`src/rtl/lsu.sv`:
```
// Load/store unit: one memory operation at a time over a req/gnt/rvalid bus,
// with store lane steering, load extraction, alignment/func3 faults and a bus timeout.
module lsu #(
  parameter int TIMEOUT = 16
) (
  input  logic        clk,
  input  logic        rst,
  input  logic        req_valid_i,
  input  logic        req_we_i,
  input  logic [2:0]  req_func3_i,
  input  logic [31:0] req_addr_i,
  input  logic [31:0] req_wdata_i,
  input  logic [4:0]  req_rd_addr_i,
  output logic [4:0]  rd_addr_o,
  output logic [31:0] rd_data_o,
  output logic        rd_wen_o,
  output logic        hold_flag_o,
  output logic        err_o,
  output logic [1:0]  err_code_o,
  output logic [31:0] err_addr_o,
  output logic        mem_req_o,
  output logic        mem_we_o,
  output logic [31:0] mem_addr_o,
  output logic [3:0]  mem_be_o,
  output logic [31:0] mem_wdata_o,
  input  logic        mem_gnt_i,
  input  logic        mem_rvalid_i,
  input  logic [31:0] mem_rdata_i,
  output logic [1:0]  dbg_state_o
);

  // Handshake: the bus samples mem_req_o with its address/be/we/wdata on every
  // cycle in REQ; the transfer completes on the cycle mem_gnt_i is high. For a
  // load, exactly one later cycle with mem_rvalid_i high carries mem_rdata_i.

  typedef enum logic [1:0] {
    IDLE = 2'd0,
    REQ  = 2'd1,
    RSP  = 2'd2
  } state_t;

  localparam logic [7:0] LastCnt = 8'(TIMEOUT - 1);

  state_t      r_state;
  state_t      w_next;

  logic        r_we;
  logic [2:0]  r_func3;
  logic [31:0] r_addr;
  logic [31:0] r_wdata;
  logic [4:0]  r_rd;
  logic [7:0]  r_cnt;

  logic        r_rd_wen;
  logic [4:0]  r_rd_addr;
  logic [31:0] r_rd_data;
  logic        r_err;
  logic [1:0]  r_err_code;
  logic [31:0] r_err_addr;

  logic        w_illegal;
  logic        w_misal;
  logic        w_idle_req;
  logic        w_accept;
  logic        w_done;
  logic        w_tmo;
  logic        w_in_req;
  logic [3:0]  w_be;
  logic [31:0] w_wdata;
  logic [31:0] w_lane;
  logic [31:0] w_load;

  // Illegal func3 takes priority over misalignment.
  always_comb begin
    w_illegal = (req_func3_i == 3'b011) || (req_func3_i[2:1] == 2'b11) ||
                (req_we_i && req_func3_i[2]);
    w_misal   = ((req_func3_i[1:0] == 2'b01) && req_addr_i[0]) ||
                ((req_func3_i[1:0] == 2'b10) && (req_addr_i[1:0] != 2'b00));
  end

  assign w_idle_req = (r_state == IDLE) && req_valid_i;
  assign w_accept   = w_idle_req && !w_illegal && !w_misal;
  assign w_done     = ((r_state == REQ) && mem_gnt_i) || ((r_state == RSP) && mem_rvalid_i);
  assign w_tmo      = (r_state != IDLE) && !w_done && (r_cnt == LastCnt);
  assign w_in_req   = (r_state == REQ);

  always_comb begin
    w_next = r_state;
    unique case (r_state)
      IDLE: if (w_accept) w_next = REQ;
      REQ: begin
        if (mem_gnt_i)  w_next = r_we ? IDLE : RSP;
        else if (w_tmo) w_next = IDLE;
      end
      RSP: begin
        if (mem_rvalid_i) w_next = IDLE;
        else if (w_tmo)   w_next = IDLE;
      end
      default: w_next = IDLE;
    endcase
  end

  always_ff @(posedge clk) begin
    if (rst) r_state <= IDLE;
    else     r_state <= w_next;
  end

  // Byte enables and replicated store data from the captured request.
  always_comb begin
    w_be    = 4'b1111;
    w_wdata = r_wdata;
    case (r_func3[1:0])
      2'b00: begin
        w_be    = 4'b0001 << r_addr[1:0];
        w_wdata = {4{r_wdata[7:0]}};
      end
      2'b01: begin
        w_be    = r_addr[1] ? 4'b1100 : 4'b0011;
        w_wdata = {2{r_wdata[15:0]}};
      end
      default: begin
        w_be    = 4'b1111;
        w_wdata = r_wdata;
      end
    endcase
  end

  always_comb begin
    w_lane = mem_rdata_i >> {r_addr[1:0], 3'b000};
    case (r_func3)
      3'b000:  w_load = {{24{w_lane[7]}}, w_lane[7:0]};
      3'b001:  w_load = {{16{w_lane[15]}}, w_lane[15:0]};
      3'b100:  w_load = {24'd0, w_lane[7:0]};
      3'b101:  w_load = {16'd0, w_lane[15:0]};
      default: w_load = w_lane;
    endcase
  end

  always_ff @(posedge clk) begin
    if (rst) begin
      r_we       <= 1'b0;
      r_func3    <= 3'd0;
      r_addr     <= 32'd0;
      r_wdata    <= 32'd0;
      r_rd       <= 5'd0;
      r_cnt      <= 8'd0;
      r_rd_wen   <= 1'b0;
      r_rd_addr  <= 5'd0;
      r_rd_data  <= 32'd0;
      r_err      <= 1'b0;
      r_err_code <= 2'd0;
      r_err_addr <= 32'd0;
    end else begin
      r_rd_wen   <= 1'b0;
      r_rd_addr  <= 5'd0;
      r_rd_data  <= 32'd0;
      r_err      <= 1'b0;
      r_err_code <= 2'd0;
      r_err_addr <= 32'd0;

      if (w_accept) begin
        r_we    <= req_we_i;
        r_func3 <= req_func3_i;
        r_addr  <= req_addr_i;
        r_wdata <= req_wdata_i;
        r_rd    <= req_rd_addr_i;
        r_cnt   <= 8'd0;
      end else if (r_state != IDLE) begin
        r_cnt <= r_cnt + 8'd1;
      end

      if (w_idle_req && w_illegal) begin
        r_err      <= 1'b1;
        r_err_code <= 2'b10;
        r_err_addr <= req_addr_i;
      end else if (w_idle_req && w_misal) begin
        r_err      <= 1'b1;
        r_err_code <= 2'b01;
        r_err_addr <= req_addr_i;
      end

      if (w_tmo) begin
        r_err      <= 1'b1;
        r_err_code <= 2'b11;
        r_err_addr <= r_addr;
      end

      // Writes to x0 are dropped entirely so rd_* stay zero.
      if ((r_state == RSP) && mem_rvalid_i && (r_rd != 5'd0)) begin
        r_rd_wen  <= 1'b1;
        r_rd_addr <= r_rd;
        r_rd_data <= w_load;
      end
    end
  end

  assign mem_req_o   = w_in_req;
  assign mem_we_o    = w_in_req && r_we;
  assign mem_addr_o  = w_in_req ? {r_addr[31:2], 2'b00} : 32'd0;
  assign mem_be_o    = w_in_req ? w_be : 4'd0;
  assign mem_wdata_o = (w_in_req && r_we) ? w_wdata : 32'd0;

  assign hold_flag_o = w_accept || (r_state != IDLE);

  assign rd_wen_o    = r_rd_wen;
  assign rd_addr_o   = r_rd_addr;
  assign rd_data_o   = r_rd_data;
  assign err_o       = r_err;
  assign err_code_o  = r_err_code;
  assign err_addr_o  = r_err_addr;
  assign dbg_state_o = r_state;

endmodule

```
`config.mk`:
```
export PLATFORM = sky130hd
export DESIGN_NAME = lsu
export DESIGN_NICKNAME = d
export VERILOG_FILES = /design/src/rtl/lsu.sv
export SDC_FILE = /design/constraint.sdc
export NUM_CORES = 1
export LEC_CHECK = 0
export CORE_MARGIN = 1
export CORE_UTILIZATION = 47
export DETAILED_ROUTE_END_ITERATION = 12
export PLACE_DENSITY = 0.85
export SLEW_MARGIN = 15
export SYNTH_ARGS = -nofsm -noshare
export SYNTH_HDL_FRONTEND = slang
export SYNTH_SLANG_ARGS = --single-unit
```
`constraint.sdc`:
```
create_clock -name clk -period 1.9 [get_ports clk]
set_clock_uncertainty 0.05 [all_clocks]
set_input_delay 0.19 -clock clk [delete_from_list [all_inputs] [get_ports clk]]
set_output_delay 0.19 -clock clk [all_outputs]
set_load 0.01 [all_outputs]
```
==> results of run 1 <==
==> registers in the layout, summed over array words and instances, names as in the netlist <==
register / count
rd_data_o: 32
r_we: 1
r_addr: 32
rd_wen_o: 1
r_cnt: 8
rd_addr_o: 5
r_func3: 3
dbg_state_o: 2
err_addr_o: 32
err_o: 1
err_code_o: 2
r_wdata: 32
r_rd: 5
==> power breakdown <==
group	leakage (nW)	total (mW)	internal (mW)	switching (mW)
clock network	0.276	3.41	2.06	1.35
registers	1.27	3.48	3.39	0.0925
logic	2.69	1.20	0.651	0.553
==> routing by layer <==
metal | vias up | track usage | share of wire
met3 | 42 | 0.0936 | 0.087
li1 | 3442 | - | -
met2 | 272 | 0.467 | 0.49
met1 | 3367 | 0.304 | 0.40
met5 | - | 0 | 0
met4 | 0 | 0.107 | 0.024
==> worst reg2reg max path, stage by stage (launching register included) <==
cell,delay [ns]
dfxtp_2,0.42
mux2_1,0.36
nand2_1,0.07
a311o_1,0.60
a21oi_1,0.15
==> through the flow <==
step                TNS (ns)  instances
CTS                   -0.131       1343
floorplan                  0        863
global placement      -33.36       1307
global route         -0.0688       1346
detailed placement    -33.62       1307
finish                     0       1346
==> cells by family after synthesis <==
logic type	share of synthesized area
and+or+nand+nor	0.254
DFF	0.400
AOI/OAI and AO/OA	0.138
muxes	0.139
buffers and inverters	0.0572
xor gates and xnor gates	0.0101
adders and majority gates	0.00160
other	0.000480
==> area by class of cell <==
cell class | instances | area (um2)
Inverter | 8 | 32.5
Clock inverter | 11 | 145
Timing Repair Buffer | 310 | 3050
Fill cell | 1196 | 4640
Tap cell | 216 | 270
Clock buffer | 20 | 437
Antenna cell | 2 | 5.00
Multi-Input combinational cell | 623 | 4340
Sequential cell | 156 | 3140
==> Yosys cell counts, drive strengths merged <==
master,count
a211oi,47
a21boi,1
a21o,1
a21oi,46
a221oi,2
a22oi,1
a311o,1
a31oi,1
and2,42
and2b,1
and3,9
buf,35
clkbuf,41
conb,1
dfxtp,156
ha,1
inv,8
mux2,9
mux2i,98
nand2,44
nand2b,148
nand3,32
nand4,3
nor2,45
nor2b,10
nor3,11
nor4,2
nor4b,1
nor4bb,1
o211a,2
o211ai,2
o21a,1
o21ai,45
or2,2
or4,3
xnor2,2
xor2,7
==> repair_timing <==
item / CTS / global route
pin swaps: 1 / 2
setup endpoints to repair: 69 / 100
resized for setup: 144 / 51
setup buffers: 4 / 0
cloned: 1 / 2
==> how the worst max path moves through the flow <==
stage / endpoint / cells after the start / from
2_1_floorplan: err_addr_o[13] / 5 / dbg_state_o[0]
3_3_place_gp: hold_flag_o / 6 / req_func3_i[2]
3_5_place_dp: hold_flag_o / 6 / req_func3_i[2]
4_1_cts: hold_flag_o / 6 / dbg_state_o[1]
5_1_grt: hold_flag_o / 6 / dbg_state_o[1]
6_report: hold_flag_o / 6 / dbg_state_o[1]
==> run_results.csv, run 1 <==
group,metric,value,unit
clock_network,cts_buffer_depth,2,
status,run_status,"finished, final reports clean",
floorplan,rows,46,
final_layout,syn2layout_area_growth,46.3,%
placed_design,dpl.hpwl,15500,um
sta,rsz0062_at_grt,"true",
placed_design,place_area,10700,um2
worst_hold_path,hold_path.class,"in2reg",
sta,fmax,536,MHz
logic_synthesis,synth_area,7810,um2
critical_path,crit_fanout,2,
sta,period_share,0.981,
clock_network,numCtsBuffers,17,
power,power.density,708,nW/um2
critical_path,regToRegStartpoint,"r_addr[1]",
final_layout,final_nets,1227,
final_layout,postLayoutCellArea,11400,um2
floorplan,start_util,0.486,
sta,fin_ws,0.0358,ns
critical_path,critical_path.max_stage_delay,0.33,ns
critical_path,cp.arrival,1.62,ns
critical_path,path_cells,"buf_6 -> nor2_4 -> nand4_1 -> a221oi_4 -> nand2b_4 -> buf_6",
route,wl,23600,um
critical_path,r2r-end,"rd_data_o[18]",
critical_path,crit_family,"simple AND/OR/NAND/NOR gates",
placed_design,dp_slack,-0.365,ns
clock_network,cts.reportedPaths.clkPinSlew,0.06,ns
logic_synthesis,ys_seq_area_frac,0.400,
route,ant_nets,0,
grt,grt-ovfl-total,0,
grt,grt_max_degree,159,
logic_synthesis,synth_cell_type_count,50,
logic_synthesis,synth_top_area_share,0.400,
critical_path,crit_type,"reg2out",
floorplan,core-area,16100,um2
grt,grt_use_total,0.270,
clock_network,root_buffer,"clkbuf_16",
critical_path,rr_worst_depth,4,
floorplan,die_w,131,um
clock_network,cts_tree,"built",
floorplan,die_area,17100,um2
critical_path,cp.required,1.66,ns
route,firstDrtPassIters,5,
grt,antenna_found_initial,2,
final_layout,mostFrequentLayoutCell,"clkdlybuf4s50_1",
critical_path,worst_setup_path_start_kind,"flip-flop",
run,maxCapViolations,0,
power,leakage,4.24,nW
critical_path,crit_top_cell,"buf_6",
sta,slew_violations,0,
logic_synthesis,syn_avg_cell_area,9.06,um2
logic_synthesis,synth_seq_cells,156,
route,via_per_inst,5.29,
worst_hold_path,hold_path_depth,4,
sta,report.final.hold_viol_count,0,
sta,finalCriticalPeriod,1.86,ns
power,peakVddDrop,0.630,mV
worst_hold_path,min-delay-start,"rst",
route,drc,0,
critical_path,crit_buf_inv,2,
sta,finalSetupViolations,0,
grt,grt_pass1_wl,35400,um
final_layout,drive_gt1_frac,0.166,
logic_synthesis,syn_inst,862,
route,num_vias,7123,
floorplan,die_h,131,um
route,routedWlPerCell,17.5,um
critical_path,rrSetupSlack,0.10,ns
clock_network,worstSkewPairLatency,0.42,ns
final_layout,finish.utilization,0.711,
placed_design,io_buffers,253,
logic_synthesis,synthTopCellsByArea,"dfxtp_1 40%, mux2i_1 13%, nand2b_1 12%",
clock_network,h-tree-depth,4,
critical_path,crit_slowest_cell,"dfxtp_2",
clock_network,clock-sinks,156,
sta,maxSlewHeadroom,0.552,
sta,holdWs,0.226,ns
placed_design,place.gp.congestion,0.894,
worst_hold_path,hold_end,"rd_addr_o[1]",
clock_network,hold_buffers,0,
critical_path,critPathCaptureType,"output pin",
logic_synthesis,synth_largest_area_cell,"dfxtp_1",
logic_synthesis,ys.warnings.count,0,
sta,worst_pin_slew,0.672,ns
grt,grt_pass1_vias,6876,
floorplan,io_pins,256,
route,drt_iter0_markers,370,
final_layout,final_cell_mix,"182 x clkdlybuf4s50_1, 150 x dfxtp_1, 146 x nand2b_1, 97 x mux2i_1, 43 x nand2_1",
power,p_total,8.09,mW
Note: power is estimated with default switching activity, not from simulation.
==> inputs of run 2 (changes only) <==
CORE_UTILIZATION = 48   (was 47)
CTS_BUF_LIST = sky130_fd_sc_hd__clkbuf_8   (was unset)
PLACE_DENSITY = 0.86   (was 0.85)
==> run 2 against run 1 <==
Against the previous run: the run now ends with negative setup slack left; hold slack got worse by 0.040 ns; sequential cell count unchanged; die area decreased by 2.1%; wire length decreased by 0.50%; clock-buffer cell count decreased by 1; register-to-register slack got worse by 0.03 ns; non-clock buffer count increased by 9; sequential share of layout area increased by 0.83 points; clock power decreased by 31%; critical path type unchanged.
==> run_results.csv, run 2 (same netlist as run 1, synthesis figures left out) <==
group,metric,value,unit
sta,finalCriticalPeriod,1.92,ns
worst_hold_path,hold_end,"rd_addr_o[4]",
placed_design,dp_slack,-0.355,ns
power,seqPwrFrac,0.496,
route,ant_nets,0,
placed_design,io_buffers,253,
route,firstDrtPassIters,5,
critical_path,crit_type,"reg2out",
final_layout,final_cells,1355,
status,violations,"negative setup slack",
power,leakage,4.15,nW
worst_hold_path,hold_path.class,"in2reg",
sta,slew_violations,0,
sta,rsz0062_at_grt,"true",
clock_network,cts_buffer_depth,2,
critical_path,rrSetupSlack,0.07,ns
grt,met3_usage,0.0673,
sta,report.final.hold_viol_count,0,
grt,grt_use_met1,0.315,
status,run_status,"finished with violations",
power,internal_power,5.02,mW
grt,antenna_found_initial,1,
power,peakVddDrop,0.455,mV
sta,maxSlewHeadroom,0.526,
floorplan,io_pins,256,
floorplan,start_util,0.491,
sta,finalSetupViolations,1,
clock_network,cts.reportedPaths.clkPinSlew,0.08,ns
placed_design,place.gp.congestion,0.857,
placed_design,dpl.hpwl,15900,um
power,power.density,632,nW/um2
sta,period_share,1.01,
critical_path,cp.required,1.66,ns
sta,holdWs,0.185,ns
placed_design,dp_cells,1312,
route,drc,0,
final_layout,final_nets,1236,
final_layout,drive_gt1_frac,0.194,
route,via_per_inst,5.29,
worst_hold_path,min-delay-start,"rst",
clock_network,clock-sinks,156,
final_layout,mostFrequentLayoutCell,"clkdlybuf4s50_1",
floorplan,die_h,130,um
grt,grt_use_met2,0.459,
floorplan,rows,46,
power,swShare,0.283,
sta,fmax,522,MHz
grt,grt-ovfl-total,0,
sta,fin_ws,-0.0165,ns
power,p_sw,1.98,mW
floorplan,core-area,15900,um2
route,wl,23400,um
route,routedWlPerCell,17.3,um
critical_path,rr_worst_depth,4,
route,num_vias,7170,
clock_network,cts_tree,"built",
final_layout,finish.utilization,0.697,
grt,grt_pass1_wl,35200,um
critical_path,cp.arrival,1.68,ns
grt,grt_use_total,0.272,
route,drt_iter0_markers,366,
worst_hold_path,hold_path_depth,4,
power,clkPwrFrac,0.335,
critical_path,crit_fanout,2,
floorplan,die_area,16800,um2
critical_path,regToRegStartpoint,"r_addr[1]",
run,maxCapViolations,0,
grt,grt_max_degree,192,
power,combPwrFrac,0.170,
sta,tns,-0.0165,ns
clock_network,hold_buffers,0,
clock_network,numCtsBuffers,17,
critical_path,r2r-end,"rd_data_o[20]",
clock_network,root_buffer,"clkbuf_8",
critical_path,critPathCaptureType,"output pin",
clock_network,h-tree-depth,4,
clock_network,worstSkewPairLatency,0.45,ns
final_layout,syn2layout_area_growth,41.8,%
grt,grt_pass1_vias,6953,
critical_path,worst_setup_path_start_kind,"flip-flop",
grt,grt.busiest_layer,"met2",
sta,worst_pin_slew,0.711,ns
final_layout,final_cell_mix,"182 x clkdlybuf4s50_1, 151 x dfxtp_1, 147 x nand2b_1, 98 x mux2i_1, 45 x buf_4",
floorplan,die_w,130,um
-- run 2: worst max-delay path by stage --
stage / end / slack, ns / depth (start not counted) / startpoint
CTS: hold_flag_o / -0.04 / 6 / dbg_state_o[1]
global placement: hold_flag_o / -0.37 / 6 / req_func3_i[1]
global route: hold_flag_o / -0.13 / 6 / dbg_state_o[1]
finish: hold_flag_o / -0.02 / 6 / dbg_state_o[1]
floorplan: err_addr_o[13] / 0.20 / 5 / dbg_state_o[0]
detailed placement: hold_flag_o / -0.35 / 6 / req_func3_i[1]
-- run 2: stage by stage --
step / power, mW / area (um2)
2_1_floorplan: 4.14 / 7810
3_3_place_gp: 4.63 / 10700
3_5_place_dp: 4.65 / 10700
4_1_cts: 7.01 / 11100
5_1_grt: 7.29 / 11100
6_report: 7.00 / 11100
-- run 2: layout make-up --
type	instances	area, um2
Fill cell	1267	4820
Multi-Input combinational cell	623	4310
Sequential cell	156	3130
Timing Repair Buffer	319	2940
Tap cell	216	270
Clock buffer	19	262
Clock inverter	13	109
Inverter	8	37.5
Antenna cell	1	2.50
-- run 2: critical path, cell delays in order (launching register included) --
cell	delay [ns]
dfxtp_2	0.34
buf_6	0.12
nor2_4	0.08
nand4_1	0.17
a221oi_4	0.24
nand2b_4	0.18
buf_6	0.10
-- run 2: repair_timing --
action,4_1_cts,5_1_grt
buffers inserted,4,1
cloned,3,2
pin swaps,1,4
resized for setup,188,72
endpoints found under the setup margin,70,129
-- run 2: power by group through the flow --
stage	Clock [mW]	Combinational [mW]	Sequential [mW]
after global placement	0	1.10	3.54
after detailed placement	0	1.12	3.54
after floorplan	0	0.609	3.53
final	2.34	1.19	3.47
after global routing	2.53	1.27	3.48
after CTS	2.39	1.16	3.46
-- run 2: routing by layer --
| metal | up-vias | wire (um) |
|---|---|---|
| met5 | - | 0 |
| met4 | 0 | 1080 |
| met3 | 76 | 1600 |
| met2 | 277 | 11100 |
| met1 | 3364 | 9640 |
| li1 | 3453 | - |
